`config.mk`:
```
export PLATFORM = sky130hd
export DESIGN_NAME = lut_out_drain
export DESIGN_NICKNAME = d
export VERILOG_FILES = /design/src/rtl/lut_out_drain.sv
export SDC_FILE = /design/constraint.sdc
export NUM_CORES = 1
export LEC_CHECK = 0
export ABC_CLOCK_PERIOD_IN_PS = 6700
export CAP_MARGIN = 30
export CORE_MARGIN = 4
export CORE_UTILIZATION = 55
export CTS_CLUSTER_DIAMETER = 150
export DETAILED_ROUTE_END_ITERATION = 8
export PLACE_DENSITY = 0.88
export SKIP_CTS_REPAIR_TIMING = 1
export SYNTH_ARGS = -nofsm -noshare
export SYNTH_HDL_FRONTEND = slang
export SYNTH_SLANG_ARGS = --single-unit
```
`constraint.sdc`:
```
create_clock -name clk -period 6.7 [get_ports clk]
set_input_delay 0.67 -clock clk [delete_from_list [all_inputs] [get_ports clk]]
set_output_delay 0.67 -clock clk [all_outputs]
set_load 0.05 [all_outputs]
```
`src/rtl/lut_out_drain.sv`:
```
// lut_out_drain: reads a K*HW tile from the output buffer in address order and streams it out.
// Reads are throttled so that returning data always fits in the skid FIFO. The FIFO absorbs
// downstream backpressure.
`ifndef HW_BS_OUT_BUF_DEPTH
`define HW_BS_OUT_BUF_DEPTH 16
`endif

module lut_out_drain #(
  parameter int unsigned BS_OUT_BUF_DEPTH = `HW_BS_OUT_BUF_DEPTH,
  parameter int unsigned DATA_W           = 32,
  parameter int unsigned RD_LAT           = 2,
  parameter int unsigned FIFO_DEPTH       = 4
) (
  input  logic                        clk,
  input  logic                        rst,
  input  logic                        bs_wb_tile_start,
  input  logic [7:0]                  bs_subtile_K,
  input  logic [7:0]                  bs_subtile_HW,
  output logic                        bs_out_buf_rd_en,
  output logic [BS_OUT_BUF_DEPTH-1:0] bs_out_buf_rd_addr,
  input  logic [DATA_W-1:0]           bs_out_buf_rd_data,
  output logic [DATA_W-1:0]           m_data,
  output logic                        m_valid,
  input  logic                        m_ready,
  output logic                        m_last,
  output logic                        bs_wb_busy,
  output logic                        bs_wb_tile_end
);

  localparam int unsigned PtrW = $clog2(FIFO_DEPTH);
  localparam int unsigned CntW = $clog2(FIFO_DEPTH + 1);
  localparam int unsigned FlW  = $clog2(RD_LAT + 1);

  typedef enum logic [1:0] {StIdle, StIssue, StDrain} state_e;

  state_e            state_q;
  logic [15:0]       total_q;
  logic [15:0]       addr_q;
  logic [15:0]       beat_q;
  logic [RD_LAT-1:0] ret_q;
  logic [FlW-1:0]    in_flight_q;
  logic [DATA_W-1:0] fifo_q [FIFO_DEPTH];
  logic [PtrW-1:0]   wr_ptr_q;
  logic [PtrW-1:0]   rd_ptr_q;
  logic [CntW-1:0]   count_q;
  logic              end_q;

  logic [15:0] start_total;
  logic [15:0] addr_sel;
  logic        start_ok;
  logic        credit;
  logic        rd_en;
  logic        push;
  logic        pop;
  logic        fifo_nempty;
  logic        last_beat;

  // Read issue, FIFO handshake and output decode.
  always_comb begin
    start_total = 16'(bs_subtile_K) * 16'(bs_subtile_HW);
    start_ok    = (state_q == StIdle) && bs_wb_tile_start;
    credit      = (int'(in_flight_q) + int'(count_q)) < int'(FIFO_DEPTH);
    // The first read goes out in the start cycle itself so the first beat lands RD_LAT+1 later.
    rd_en       = ~rst & ((start_ok & (start_total != 16'd0)) | ((state_q == StIssue) & credit));
    push        = ret_q[RD_LAT-1];
    fifo_nempty = (count_q != '0);
    pop         = fifo_nempty & m_ready & ~rst;
    last_beat   = (beat_q == total_q - 16'd1);
    addr_sel    = (state_q == StIdle) ? 16'd0 : addr_q;

    bs_out_buf_rd_en   = rd_en;
    bs_out_buf_rd_addr = rd_en ? BS_OUT_BUF_DEPTH'(addr_sel) : '0;
    m_valid            = fifo_nempty & ~rst;
    m_data             = m_valid ? fifo_q[rd_ptr_q] : '0;
    m_last             = m_valid & last_beat;
    bs_wb_busy         = (state_q != StIdle) & ~rst;
    bs_wb_tile_end     = end_q & ~rst;
  end

  // Skid FIFO storage; occupancy is tracked by the control block, so no reset is needed here.
  always_ff @(posedge clk) begin
    if (push) begin
      fifo_q[wr_ptr_q] <= bs_out_buf_rd_data;
    end
  end

  // Sequencing FSM, in-flight tracking and FIFO pointers.
  always_ff @(posedge clk) begin
    if (rst) begin
      state_q     <= StIdle;
      total_q     <= '0;
      addr_q      <= '0;
      beat_q      <= '0;
      ret_q       <= '0;
      in_flight_q <= '0;
      wr_ptr_q    <= '0;
      rd_ptr_q    <= '0;
      count_q     <= '0;
      end_q       <= 1'b0;
    end else begin
      end_q       <= 1'b0;
      ret_q       <= (ret_q << 1) | RD_LAT'(rd_en);
      in_flight_q <= in_flight_q + FlW'(rd_en) - FlW'(push);
      count_q     <= count_q + CntW'(push) - CntW'(pop);
      if (push) wr_ptr_q <= wr_ptr_q + PtrW'(1);
      if (pop)  rd_ptr_q <= rd_ptr_q + PtrW'(1);

      unique case (state_q)
        StIdle: begin
          if (start_ok) begin
            total_q <= start_total;
            beat_q  <= '0;
            if (start_total == 16'd0) begin
              addr_q <= '0;
              end_q  <= 1'b1;
            end else begin
              // Address 0 was issued this cycle.
              addr_q  <= 16'd1;
              state_q <= (start_total == 16'd1) ? StDrain : StIssue;
            end
          end
        end
        StIssue: begin
          if (rd_en) begin
            addr_q <= addr_q + 16'd1;
            if (addr_q == total_q - 16'd1) state_q <= StDrain;
          end
        end
        StDrain: ;
        default: state_q <= StIdle;
      endcase

      if (pop) begin
        beat_q <= beat_q + 16'd1;
        if (last_beat) begin
          state_q <= StIdle;
          end_q   <= 1'b1;
        end
      end
    end
  end

endmodule

```
; ---- After elaboration in Yosys (flattened, before gate mapping)
; Memories as Yosys holds them, arrays and structs flattened. A register that Yosys moved wholly into a read port is not among the register bits.
; Cells that the tools add are included.
[op_classes]
addsub = 10
multipliers = 1
n_lt_le_gt_ge = 1
eq_ne = 7
mux = 27
bitwise = 12
reduce_logical = 12
[op_table]
columns = operator, count
row1 = 2-to-1 mux 16 bit, 7
row2 = adder 16 x 1 -> 16 bit (second input constant), 2
row3 = equality test 16 bit, 2
row4 = 2-to-1 mux 32 bit, 1
row5 = one-hot mux 16 bit (2 select lines), 1
row6 = 2-to-1 mux 2 bit, 9
row7 = equality test 16 x 1 -> 1 bit (second input constant), 1
row8 = zero test 16 bit, 1
row9 = multiplier 8 x 8 -> 16 bit, 1
row10 = nonzero test 16 bit, 1
row11 = subtractor 16 x 1 -> 16 bit (second input constant), 1
row12 = bitwise AND 1 bit, 9
row13 = 2-to-1 mux 1 bit, 8
row14 = nonzero test 2 bit, 4
row15 = one-hot mux 2 bit (3 select lines), 1
row16 = adder 2 x 1 -> 2 bit (second input constant), 2
row17 = adder 2 x 3 -> 4 bit, 1
row18 = less-than comparator 4 x 3 -> 1 bit (second input constant), 1
row19 = != test 2 bit (second input constant), 2
row20 = AND reduction 2 bit, 2
row21 = adder 3 x 1 -> 3 bit, 1
row22 = AND reduction 3 bit, 1
row23 = nonzero test 3 bit, 1
row24 = subtractor 3 x 1 -> 3 bit, 1
row25 = other kinds (9), 9
[word_totals]
ff_bits = 62
ramBits = 128
inputBits = 52
out_inout_bits = 53
word_cells = 81
mem_count = 1
[memory_table]
columns = name, words, width, rd, rd_ports_with_merged_regs, wr, line_no
row1 = fifo_q, 4, 32, 1, 1, 1, 42  ; logic [DATA_W-1:0] fifo_q [FIFO_DEPTH];

; ---- Logic depth before layout (Yosys ltp)
[logic_depth]
word_depth = 9
depth_mapped = 18
ltp_nobuf = 18

; ---- Least setup slack after synthesis
; No wires, ideal clock.
[synth_path]
path_kind = input-to-output
startpoint = in bs_subtile_K[0]
endpoint = out bs_out_buf_rd_en
arrival_ns = 4.812
required_time_ns = 6.030
slack_ns = 1.218
path_stages = 13
n_path_buf = 0
cell_sequence = nand2_1 fa_1 fa_1 fa_1 fa_1 inv_1 ha_1 a21oi_2 nand3b_1 o211ai_1 a21oi_1 or4b_1 o31a_1
[synth_via]
elab_chain_cells = 5
[synth_rtl]
columns = element, line_no
row1 = "start, declared", 17  ; input logic [7:0] bs_subtile_K,
row2 = multiplier 8 x 8 -> 16 bit, 60  ; start_total = 16'(bs_subtile_K) * 16'(bs_subtile_HW);
row3 = nonzero test 16 bit, 64  ; rd_en = ~rst & ((start_ok & (start_total != 16'd0)) | ((state_q == StIssue) & credit));
row4 = bitwise AND 1 bit, 64
row5 = bitwise OR 1 bit, 64
row6 = bitwise AND 1 bit, 64
row7 = "end, declared", 19  ; output logic bs_out_buf_rd_en,
; No other way between the ends.

; ---- Worst setup path in the final report
[layout_path]
startpoint = in bs_subtile_HW[6]
endpoint = out bs_out_buf_rd_en
[layout_via]
elab_chain_cells = 5
[layout_rtl]
columns = element, line_no
row1 = "start, declared", 18  ; input logic [7:0] bs_subtile_HW,
row2 = multiplier 8 x 8 -> 16 bit, 60
row3 = nonzero test 16 bit, 64
row4 = bitwise AND 1 bit, 64
row5 = bitwise OR 1 bit, 64
row6 = bitwise AND 1 bit, 64
; No other way between the ends.

==> flow_summary.ini <==
[setup_path]
cp.depth = 15
crit_top_cell = fa_1
critPathLaunchType = primary input
path_class = in -> out
crit_path_max_incr_delay_ns = 0.59
critPathMaxFanout = 8
worstPathArrival_ns = 5.84
r2r-end = count_q[2]$_SDFF_PP0_
path_buf_inv = 3
regToRegSetupSlack_ns = 3.21
crit_path_cell_trace = clkdlybuf4s50_1 -> nand2_1 -> fa_1 -> fa_1 -> fa_1 -> fa_1 -> inv_1 -> ha_2 -> nand3_1 -> o211ai_1 -> a211o_1 -> nand3_1 -> or4b_1 -> o31a_1 -> buf_4
reg2reg_from = count_q[1]$_SDFF_PP0_
cp.required_ns = 6.03
end_kind = primary output
reg2regPathDepth = 11
crit_family = adder cells
cp_slowest_cell = clkdlybuf4s50_1
crit_start = bs_subtile_HW[6]
crit_end = bs_out_buf_rd_en

[logic_synthesis]
yosys_warnings = 0
synthFlopType = edfxtp_1
yosysSeqAreaShare_pct = 47.3
syn_nets = 1073
synth_edf_count = 128
async_flop_share_pct = 0
synth.distinct_cells = 67
synthCells = 936
synthesis.area_sq_mm = 0.0108
ys_seq_elements = 192
post_synth.cell_area_avg_sq_um = 11.6

[global_routing]
first_global_vias = 7572
grt_use_total_pct = 23.1
grt_max_degree = 46
overflow = 0
antenna_found_initial = 0
grt_pass1_wl_um = 40000

[clocking]
clock_latency_ns = 0.44
clock_sinks = 192
cts_tree = yes
clk_pin_slew_ns = 0.07
cts_buffer_depth = 2
cts.root.buffer_cell = clkbuf_16
htreeDepth = 4
numCtsBuffers = 17

[cells_and_area]
design_area_sq_mm = 0.0127
drive_above_1_share_pct = 8.80
seq_area_sq_mm = 0.00513
fillCellCount = 1424
fin_cells = 1311
antenna_cells = 0
nets = 1170
final_util_pct = 65.6
multi_input_area_sq_mm = 0.00533
syn_to_final_growth_pct = 17.6

[hold_path]
hold_path_class = reg -> reg
min_delay_path_depth = 1

[place]
postPlaceCellArea_sq_mm = 0.0121
dpl.hpwl_um = 16900
place_congestion = 0.932
dp_cells = 1279
io_buffer_count = 104
dp_slack_ns = 0.185

[timing]
tightest_slew_ns = 1.01
maxSlewViolCount = 0
finalWorstSetupSlack_ns = 0.191
fin_crit_sh_pct = 97.1
finClkSkew_ns = 0.0162
fin_crit_ns = 6.51
finalSetupTns_ns = 0
max_slew_margin_pct = 32.2
timing.fmax_mhz = 154
holdWs_ns = 0.457
setup_viol = 0
final_hold_viol_count = 0

[detailed_routing]
dr.pass1.iters = 6
drt_iter0_markers = 581
antenna_left = 0
routed_wl_um = 24700
vias_per_cell = 5.82
vias = 7630
drc = 0
wl_per_cell_um = 18.8

[floorplanning]
core_sq_mm = 0.0194
ios = 105
start_util_pct = 55.8
die_w_um = 148
rows = 51
fp.dieH_um = 148
die_area_sq_mm = 0.0220

[power]
p_leak_nw = 4.82
total_power_mw = 3.99
power_density_mw_per_mm2 = 313
peakVddDrop_uv = 242

[job]
drv_cap = 0

[status]
status = finished clean
Yosys cell counts (3+ instances only):
master	n	area share (%)
nand3b_1	6	0.42
nand4b_1	3	0.24
or3_1	10	0.58
xor2_1	27	2.2
fa_1	37	6.8
nand4_1	11	0.64
and3_1	39	2.3
o21ai_0	23	1.1
a211oi_1	4	0.28
edfxtp_1	128	35
xnor2_1	43	3.5
nor4_1	5	0.29
or4_1	3	0.21
mux2i_1	4	0.37
and2_1	56	3.2
clkbuf_1	24	0.83
nor2_1	56	1.9
o211ai_1	6	0.42
nor3b_1	3	0.21
mux4_2	32	6.7
ha_1	48	5.5
a21oi_1	47	2.2
nand2_1	82	2.8
nor2b_1	11	0.64
a211o_1	3	0.24
nor3_1	5	0.23
o21a_1	5	0.35
nand3_1	28	1.3
inv_1	65	2.3
buf_2	4	0.18
dfxtp_1	64	12
buf_1	6	0.21
o31a_1	5	0.40
worst min-delay path by stage:
stage	from	to	slack, ns
finish	ret_q[0]$_SDFF_PP0_	ret_q[1]$_SDFF_PP0_	0.46
global placement	ret_q[0]$_SDFF_PP0_	ret_q[1]$_SDFF_PP0_	0.42
detailed placement	ret_q[0]$_SDFF_PP0_	ret_q[1]$_SDFF_PP0_	0.43
floorplan	ret_q[0]$_SDFF_PP0_	ret_q[1]$_SDFF_PP0_	0.41
CTS	ret_q[0]$_SDFF_PP0_	ret_q[1]$_SDFF_PP0_	0.46
global route	ret_q[0]$_SDFF_PP0_	ret_q[1]$_SDFF_PP0_	0.47
layout by cell type, fill, tap and decap left out, types with 10 or more instances in the layout:
master           instances
or3_1                   10
buf_4                   10
fa_1                    37
xor2_1                  27
ha_1                    47
and3_1                  39
nand3_1                 28
clkdlybuf4s50_1         94
xnor2_1                 43
a21oi_1                 47
o21ai_0                 23
dfxtp_1                 63
nand2_1                 82
nand4_1                 11
and2_1                  56
edfxtp_1               128
nor2_1                  56
mux4_2                  32
inv_1                   65
clkbuf_16               17
nor2b_1                 11
registers in the layout, summed over array words and instances, names as in the netlist, named ones only:
name and cells:
addr_q 16, beat_q 16, count_q 3, end_q 1, fifo_q 128, in_flight_q 2, rd_ptr_q 2, ret_q 2
state_q 2, total_q 16, wr_ptr_q 2
power by group:
part / switching (mW) / total, mW / internal, mW
combinational: 0.943 / 1.60 / 0.655
sequential: 0.0786 / 1.40 / 1.32
clock: 0.466 / 0.991 / 0.525
metal layers:
layer / routed length (um) / track usage [%]
met1: 10000 / 30.9
met2: 12200 / 37.7
met3: 1840 / 5.67
met4: 608 / 7.34
met5: 0 / 0
area by class of cell:
class	count	share of cell area, %
clock buffers	18	3.37
clock inverters	14	1.11
inverters	65	1.92
multi-input cells	643	41.8
flip-flops and latches	192	40.3
well taps	265	2.60
repair buffers	114	8.92
cell families after synthesis:
kind of cell    after synthesis  synth area share (%)
xor+xnor                     70                  5.66
fa+ha+maj                    85                  12.4
buf+inv                     101                  3.65
flops                       192                  47.3
simple gates                332                  16.5
mux                          38                  7.23
compound gates              118                  7.21
No activity file was read; power rests on OpenSTA's default activity.
